**config.mk**
```make
export PLATFORM = sky130hd
export DESIGN_NAME = alu_div_ctrl
export DESIGN_NICKNAME = d
export VERILOG_FILES = /design/src/rtl/alu_div_ctrl.sv
export SDC_FILE = /design/constraint.sdc
export NUM_CORES = 1
export LEC_CHECK = 0
export ABC_CLOCK_PERIOD_IN_PS = 2800
export BUFFER_PORTS_ARGS = -buffer_cell sky130_fd_sc_hd__buf_2
export CAP_MARGIN = 20
export CORE_MARGIN = 5
export CORE_UTILIZATION = 40
export DETAILED_ROUTE_END_ITERATION = 16
export HOLD_SLACK_MARGIN = 0.12
export SYNTH_ARGS = -nofsm -noshare
export SYNTH_HDL_FRONTEND = slang
export SYNTH_SLANG_ARGS = --single-unit
```
**constraint.sdc**
```tcl
create_clock -name clk -period 2.8 [get_ports clk]
set_input_delay 0.56 -clock clk [delete_from_list [all_inputs] [get_ports clk]]
set_output_delay 0.56 -clock clk [all_outputs]
set_load 0.02 [all_outputs]
```
**src/rtl/alu_div_ctrl.sv**
```systemverilog
// alu_div_ctrl: RV32M restoring-divide sequencer (DIV/DIVU/REM/REMU) driving the divider unit.
// Optional ALU_DIV_EARLY_OUT_EN: finish straight from LOAD when |a| < |b|.
module alu_div_ctrl #(
  parameter int W = 32,
  parameter int C = 6
) (
  input  logic           clk,
  input  logic           a_rst,
  input  logic           req_valid,
  output logic           req_ready,
  input  logic [1:0]     req_op,
  input  logic [W-1:0]   req_a,
  input  logic [W-1:0]   req_b,
  output logic           resp_valid,
  input  logic           resp_ready,
  output logic [W-1:0]   resp_data,
  output logic           busy,
  output logic           load,
  output logic           dact,
  output logic           div_res_sel,
  output logic [1:0]     div_sbit,
  output logic           div_zero,
  output logic           div_overflow,
  output logic [2*W+4:0] accum,
  input  logic           div_done,
  input  logic [W-1:0]   div_result
);
  typedef enum logic [1:0] {IDLE, LOAD, RUN, DONE} state_t;
  localparam logic [W-1:0] MIN_NEG = {1'b1, {(W-1){1'b0}}};
  if ((1 << C) <= W) begin : g_c_check
    $error("alu_div_ctrl: C too narrow for W");
  end
  state_t state_q, state_d;
  logic [1:0] op_q, op_d, sbit_q, sbit_d;
  logic [W-1:0] a_q, a_d, b_q, b_d, quo_q, quo_d, amag, bmag;
  logic [W:0] rem_q, rem_d, sh, sub;
  logic zero_q, zero_d, ovf_q, ovf_d, early_q, early_d;
  logic ready_q, ready_d, valid_q, valid_d, busy_q, busy_d, load_q, load_d, dact_q, dact_d;
  logic sgn, sa, sb, zero, ovf, early, ge, fast;
  always_comb begin
    sgn = ~req_op[0];
    sa = sgn & req_a[W-1];
    sb = sgn & req_b[W-1];
    amag = sa ? -req_a : req_a;
    bmag = sb ? -req_b : req_b;
    zero = req_b == '0;
    ovf = sgn & (req_a == MIN_NEG) & (&req_b);
`ifdef ALU_DIV_EARLY_OUT_EN
    early = ~zero & ~ovf & (amag < bmag);
`else
    early = 1'b0;
`endif
    fast = zero_q | ovf_q | early_q;
    // one restoring step: shift in the next dividend bit, subtract |b| if it fits
    sh = {rem_q[W-1:0], quo_q[W-1]};
    ge = sh >= {1'b0, b_q};
    sub = sh - {1'b0, b_q};
    state_d = state_q;
    op_d = op_q;
    sbit_d = sbit_q;
    a_d = a_q;
    b_d = b_q;
    quo_d = quo_q;
    rem_d = rem_q;
    zero_d = zero_q;
    ovf_d = ovf_q;
    early_d = early_q;
    ready_d = ready_q;
    valid_d = valid_q;
    busy_d = busy_q;
    load_d = load_q;
    dact_d = dact_q;
    case (state_q)
      IDLE: if (req_valid) begin
        state_d = LOAD;
        op_d = req_op;
        a_d = req_a;
        b_d = bmag;
        sbit_d = {sa, sa ^ sb};
        zero_d = zero;
        ovf_d = ovf;
        early_d = early;
        rem_d = '0;
        quo_d = amag;
        load_d = ~early;
        dact_d = 1'b1;
        ready_d = 1'b0;
        busy_d = 1'b1;
      end
      LOAD: begin
        state_d = fast ? DONE : RUN;
        load_d = 1'b0;
        dact_d = ~fast;
        valid_d = fast;
      end
      RUN: begin
        rem_d = ge ? sub : sh;
        quo_d = {quo_q[W-2:0], ge};
        if (div_done) begin
          state_d = DONE;
          dact_d = 1'b0;
          valid_d = 1'b1;
        end
      end
      DONE: if (resp_ready) begin
        state_d = IDLE;
        valid_d = 1'b0;
        busy_d = 1'b0;
        ready_d = 1'b1;
        sbit_d = '0;
        zero_d = 1'b0;
        ovf_d = 1'b0;
        early_d = 1'b0;
      end
      default: state_d = IDLE;
    endcase
  end
  always_ff @(posedge clk) begin
    if (a_rst) begin
      state_q <= IDLE;
      op_q <= '0;
      sbit_q <= '0;
      a_q <= '0;
      b_q <= '0;
      quo_q <= '0;
      rem_q <= '0;
      zero_q <= 1'b0;
      ovf_q <= 1'b0;
      early_q <= 1'b0;
      ready_q <= 1'b1;
      valid_q <= 1'b0;
      busy_q <= 1'b0;
      load_q <= 1'b0;
      dact_q <= 1'b0;
    end else begin
      state_q <= state_d;
      op_q <= op_d;
      sbit_q <= sbit_d;
      a_q <= a_d;
      b_q <= b_d;
      quo_q <= quo_d;
      rem_q <= rem_d;
      zero_q <= zero_d;
      ovf_q <= ovf_d;
      early_q <= early_d;
      ready_q <= ready_d;
      valid_q <= valid_d;
      busy_q <= busy_d;
      load_q <= load_d;
      dact_q <= dact_d;
    end
  end
  assign req_ready = ready_q;
  assign resp_valid = valid_q;
  assign busy = busy_q;
  assign load = load_q;
  assign dact = dact_q;
  assign div_res_sel = op_q[1];
  assign div_sbit = sbit_q;
  assign div_zero = zero_q;
  assign div_overflow = ovf_q;
  assign accum = {rem_q, 1'b0, quo_q, 3'b000};
  assign resp_data = state_q != DONE ? '0 :
                     zero_q ? (op_q[1] ? a_q : '1) :
                     ovf_q ? (op_q[1] ? '0 : MIN_NEG) :
                     early_q ? (op_q[1] ? a_q : '0) : div_result;
endmodule

```
## Word level (Yosys, flattened, before mapping)

Index checks and enable logic that the tools add are counted.

- Add/sub/neg operators: 3
- Multiply operators: 0
- Div/mod/pow operators: 0
- Order comparisons: 1
- Equality and inequality tests: 8
- Shifts and indexed selects: 0
- Multiplexer cells: 37
- Bitwise logic cells: 9
- Reductions and logical operators: 15

Operators by type and width:

| cell | number |
|---|---|
| $mux W32 | 10 |
| $mux W33 | 2 |
| $pmux W33 S2 | 1 |
| $neg A32 Y32 | 2 |
| $pmux W32 S2 | 1 |
| $ge A33 B32 Y1 | 1 |
| $sub A33 B32 Y33 | 1 |
| $eq A32 B32 Y1 const B | 1 |
| $logic_not A32 Y1 | 1 |
| $reduce_and A32 Y1 | 1 |
| $pmux W1 S2 | 6 |
| $reduce_and A3 Y1 | 4 |
| $mux W1 | 9 |
| $mux W2 | 4 |
| $ne A2 B2 Y1 const B | 4 |
| $pmux W2 S4 | 1 |
| $pmux W1 S3 | 2 |
| $reduce_and A2 Y1 | 3 |
| $reduce_bool A2 Y1 | 3 |
| $reduce_bool A3 Y1 | 2 |
| $and A1 B1 Y1 | 4 |
| $eq A2 B2 Y1 const B | 2 |
| $pmux W2 S2 | 1 |
| $eq A2 B1 Y1 const B | 1 |
| other kinds (4) | 6 |

- Register bits after elaboration: 143
- Bits in latches: 0
- RAM bits: 0
- Bits in read-only memories: 0
- Input port bits: 103
- Logic and storage cells: 88
- Memories: 0

## Longest topological paths before layout

- Depth after elaboration: 5
- Gate-level depth with buffers: 14
- Mapped depth without buffers: 12

## Worst setup path after synthesis

Ideal clock, no wire load.

- Path type: register -> register
- Start point: register quo_q[31]
- End point: register rem_q[28]
- Setup time: 0.095 ns
- Arrival time: 2.633 ns
- Data required time: 2.705 ns
- Path slack: 0.072 ns
- Cell stages (with the launch flop): 13
- Clock period less this slack: 2.728 ns
- Cell sequence: dfxtp_1 inv_1 ha_1 fa_1 nand2b_1 a21oi_1 nor3_2 o31a_1 o221ai_2 a221oi_2 xnor2_1 nand3b_1 a221oi_1

- Longest elaborated chain between the ends: 3

RTL lines:

| item | RTL line | source |
|---|---|---|
| start, declared | 35 | `logic [W-1:0] a_q, a_d, b_q, b_d, quo_q, quo_d, amag, bmag;` |
| start signal, assigned | 141 | `quo_q <= quo_d;` |
| $sub A33 B32 Y33 / $ge A33 B32 Y1 (equally long branches) | 57, 56 |  |
| $mux W33 (*) | 97 | `rem_d = ge ? sub : sh;` |
| $pmux W33 S2 (*) | 73 | `case (state_q)` |
| end signal, assigned | 142 | `rem_q <= rem_d;` |
| end, declared | 36 | `logic [W:0] rem_q, rem_d, sh, sub;` |

Mark *: on every way between the ends. The rest lies on a longest branch, timed or not.
A chain may end at the register's enable or synchronous reset.

## Worst setup path after layout

Same ends and word-level chain as after synthesis.

==> impl_metrics.json <==
{
  "status": "finished clean",
  "ys_seq_area_frac": 0.299,
  "drv_cap": 0,
  "power_leakage_nw": 5.26,
  "period_share": 0.969,
  "reg2reg_setup_slack_ns": 0.09,
  "dp.final_hpwl_mm": 23.7,
  "timing.final.crit_period_ns": 2.71,
  "port-buffer-count": 209,
  "dieArea_um2": 26800,
  "slowest_delay_ns": 0.38,
  "vias_per_cell": 5.35,
  "cp_data_required_time_ns": 3.14,
  "end_kind": "flip-flop",
  "max_freq_ghz": 0.369,
  "crit_path_top_delay_cell": "fa_2",
  "avgRoutedWirePerCell_um": 17.2,
  "grt_setup_unrepaired": "yes",
  "cts_sinks": 141,
  "ys_top_cells_by_count": "nand2_1 (215), dfxtp_1 (141), a21oi_1 (123), nor2_1 (86), o21ai_0 (86)",
  "antenna_found_initial": 10,
  "netlist_area_um2": 9440,
  "grt_util_all_layers": 0.226,
  "start_util": 0.405,
  "synth_area_leader_cell": "dfxtp_1",
  "synth_top_area_frac": 0.299,
  "r2r_end": "rem_q[28]",
  "crit_fanout": 2,
  "synth-seq-cells": 141,
  "hold_depth": 3,
  "synthMostInstantiatedCell": "nand2_1",
  "timing.setup.tns_ns": 0,
  "yosys_warnings": 0,
  "grt.overflow.total": 0,
  "cts_tree": "done",
  "drtIter0Drc": 551,
  "drt-pass1-iter-count": 6,
  "preCtsSetupSlack_ns": 0.0103,
  "die_h_um": 164,
  "drive_gt1_frac": 0.259,
  "grt_max_degree": 97,
  "clk_latency_ns": 0.43,
  "dieWidth_um": 164,
  "reg2reg_depth": 12,
  "crit_buf_inv": 1,
  "slew_violations": 0,
  "setup_viol": 0,
  "cpMostUsedCell": "a221oi_2",
  "cts_hold_buf": 0,
  "wl_mm": 30.8,
  "hold_class": "input pin to flip-flop",
  "min_to": "op_q[1]",
  "rows": 56,
  "fin_skew_ns": 0.00985,
  "min-delay-start": "req_op[1]",
  "tightest_slew_ns": 0.955,
  "final_antenna_net_count": 0,
  "fin_nets": 1600,
  "ios": 214,
  "cts_buffers": 17,
  "finalNonFillerCells": 1794,
  "synthCells": 1249,
  "fp.coreArea_um2": 23300,
  "r2r_start": "quo_q[31]",
  "crit_path_cell_trace": "inv_1, ha_2, fa_2, nand2b_4, a21oi_2, nor3_2, o31a_1, o221ai_2, a221oi_2, xnor2_1, nand3b_1, a221oi_2",
  "clk_pin_slew_ns": 0.07,
  "dpl.cell_count": 1755,
  "critPathKind": "flip-flop to flip-flop",
  "critical-path-top-delay-family": "compound AO/OA/AOI/OAI gates",
  "area_growth_pct": 25.1,
  "synth_flop_cell": "dfxtp_1",
  "drc_errors": 0,
  "clk_path_buf_depth": 2,
  "peakVddDrop_mv": 0.469,
  "cts_root_buffer": "clkbuf_16",
  "slew_headroom": 0.363,
  "synth_edf_count": 0,
  "async_flop_share": 0,
  "worstSetupStartpointType": "flip-flop",
  "via_count": 9597,
  "htreeDepth": 4,
  "crit_arrival_ns": 3.05,
  "gp_congestion": 0.904,
  "synth_area_leaders": "dfxtp_1 (30%), nand2_1 (8.5%), a21oi_1 (6.5%)",
  "syn_avg_cell_area_um2": 7.56,
  "power_density_nw_per_um2": 768,
  "synth_cell_types": 76,
  "grt_pass1_wl_mm": 48.3,
  "first_global_vias": 9172,
  "timing.final.ws_setup_ns": 0.0869,
  "hold_violations": 0
}
## how the worst max path moves through the flow
stage | startpoint | end | slack, ns | depth (start not counted)
floorplan | quo_q[31] | rem_q[28] | 0.07 | 12
global placement | req_b[8] | b_q[27] | 0.03 | 10
detailed placement | quo_q[31] | rem_q[28] | 0.01 | 12
CTS | quo_q[31] | rem_q[28] | 0.0008 | 12
global route | b_q[1] | rem_q[12] | -0.02 | 13
finish | quo_q[31] | rem_q[28] | 0.09 | 12
## per-layer routing
layer / part of all wire / GRT usage
met1: 0.42 / 0.275
met2: 0.48 / 0.380
met3: 0.065 / 0.0661
met4: 0.027 / 0.0770
met5: 0.0022 / 0
## through the flow
step                hold slack [ns]  utilization  total power [mW]  cell area, um2
floorplan                     0.431            -              5.41            9450
global placement              0.441        0.476              6.74           11100
detailed placement            0.449        0.476              6.76           11100
CTS                           0.359        0.502              9.06           11700
global route                  0.364        0.506              9.72           11800
finish                        0.374        0.506              9.06           11800
## kinds of logic after synthesis
logic type	Yosys count	share of synthesized area
and+or+nand+nor	456	0.228
AOI/OAI and AO/OA	365	0.254
DFF	141	0.299
buffers and inverters	133	0.0559
xor gates and xnor gates	85	0.0789
adders and majority gates	40	0.0538
muxes	28	0.0300
other	1	0.000397
## final cells by class
cell class / count / area (um2)
clock buffers: 17 / 425
clock inverters: 15 / 164
inverters: 45 / 169
flip-flops and latches: 141 / 2820
well taps: 319 / 399
multi-input cells: 978 / 6200
diodes: 5 / 12.5
repair buffers: 274 / 1610
fillers: 2369 / 11500
## power by group
part / internal, mW / switching [mW] / total, mW
Clock: 1.20 / 1.08 / 2.28
Combinational: 1.52 / 2.58 / 4.10
Sequential: 2.41 / 0.271 / 2.68
Total: 5.14 / 3.93 / 9.06
## repair_timing
action,in CTS,in global routing
cloned,0,0
pin swaps,2,7
endpoints found under the setup margin,1,32
buffers inserted,0,2
resized for setup,0,18
## state kept, by name, summed over array words and instances (netlist names), 2 cells and up
register / count
rem_q: 33
b_q: 32
a_q: 32
state_q: 2
div_sbit: 2
quo_q: 32
## cells in the final DEF (no fill, tap or decap), drive strengths merged, types with 4 or more instances in the layout
master,Yosys,layout
and2,6,6
o221a,32,32
xor2,41,41
diode,0,5
xnor2,44,44
a21o,22,22
inv,45,57
a221oi,4,4
a211oi,26,26
o31ai,9,9
o41ai,6,6
a32oi,6,6
nand4,17,17
buf,15,274
o21ai,88,88
a21oi,123,123
nor4,13,13
o211ai,9,9
clkbuf,73,17
nor3,19,19
a311oi,4,4
conb,1,4
nor2b,42,42
nand2,215,215
nand2b,9,9
or3,7,7
o21a,6,6
ha,39,39
nor2,86,86
or4,5,5
o21bai,4,4
a31oi,7,7
dfxtp,141,141
mux2i,26,26
nand3,20,20
## worst register-to-register path, cell delays in order, from the launching register on
cell and delay, ns:
dfxtp_1 0.32, inv_1 0.05, ha_2 0.20, fa_2 0.38, nand2b_4 0.16, a21oi_2 0.15
nor3_2 0.06, o31a_1 0.33, o221ai_2 0.23, a221oi_2 0.10, xnor2_1 0.24, nand3b_1 0.13
a221oi_2 0.28
(Power assumes the default switching activity.)
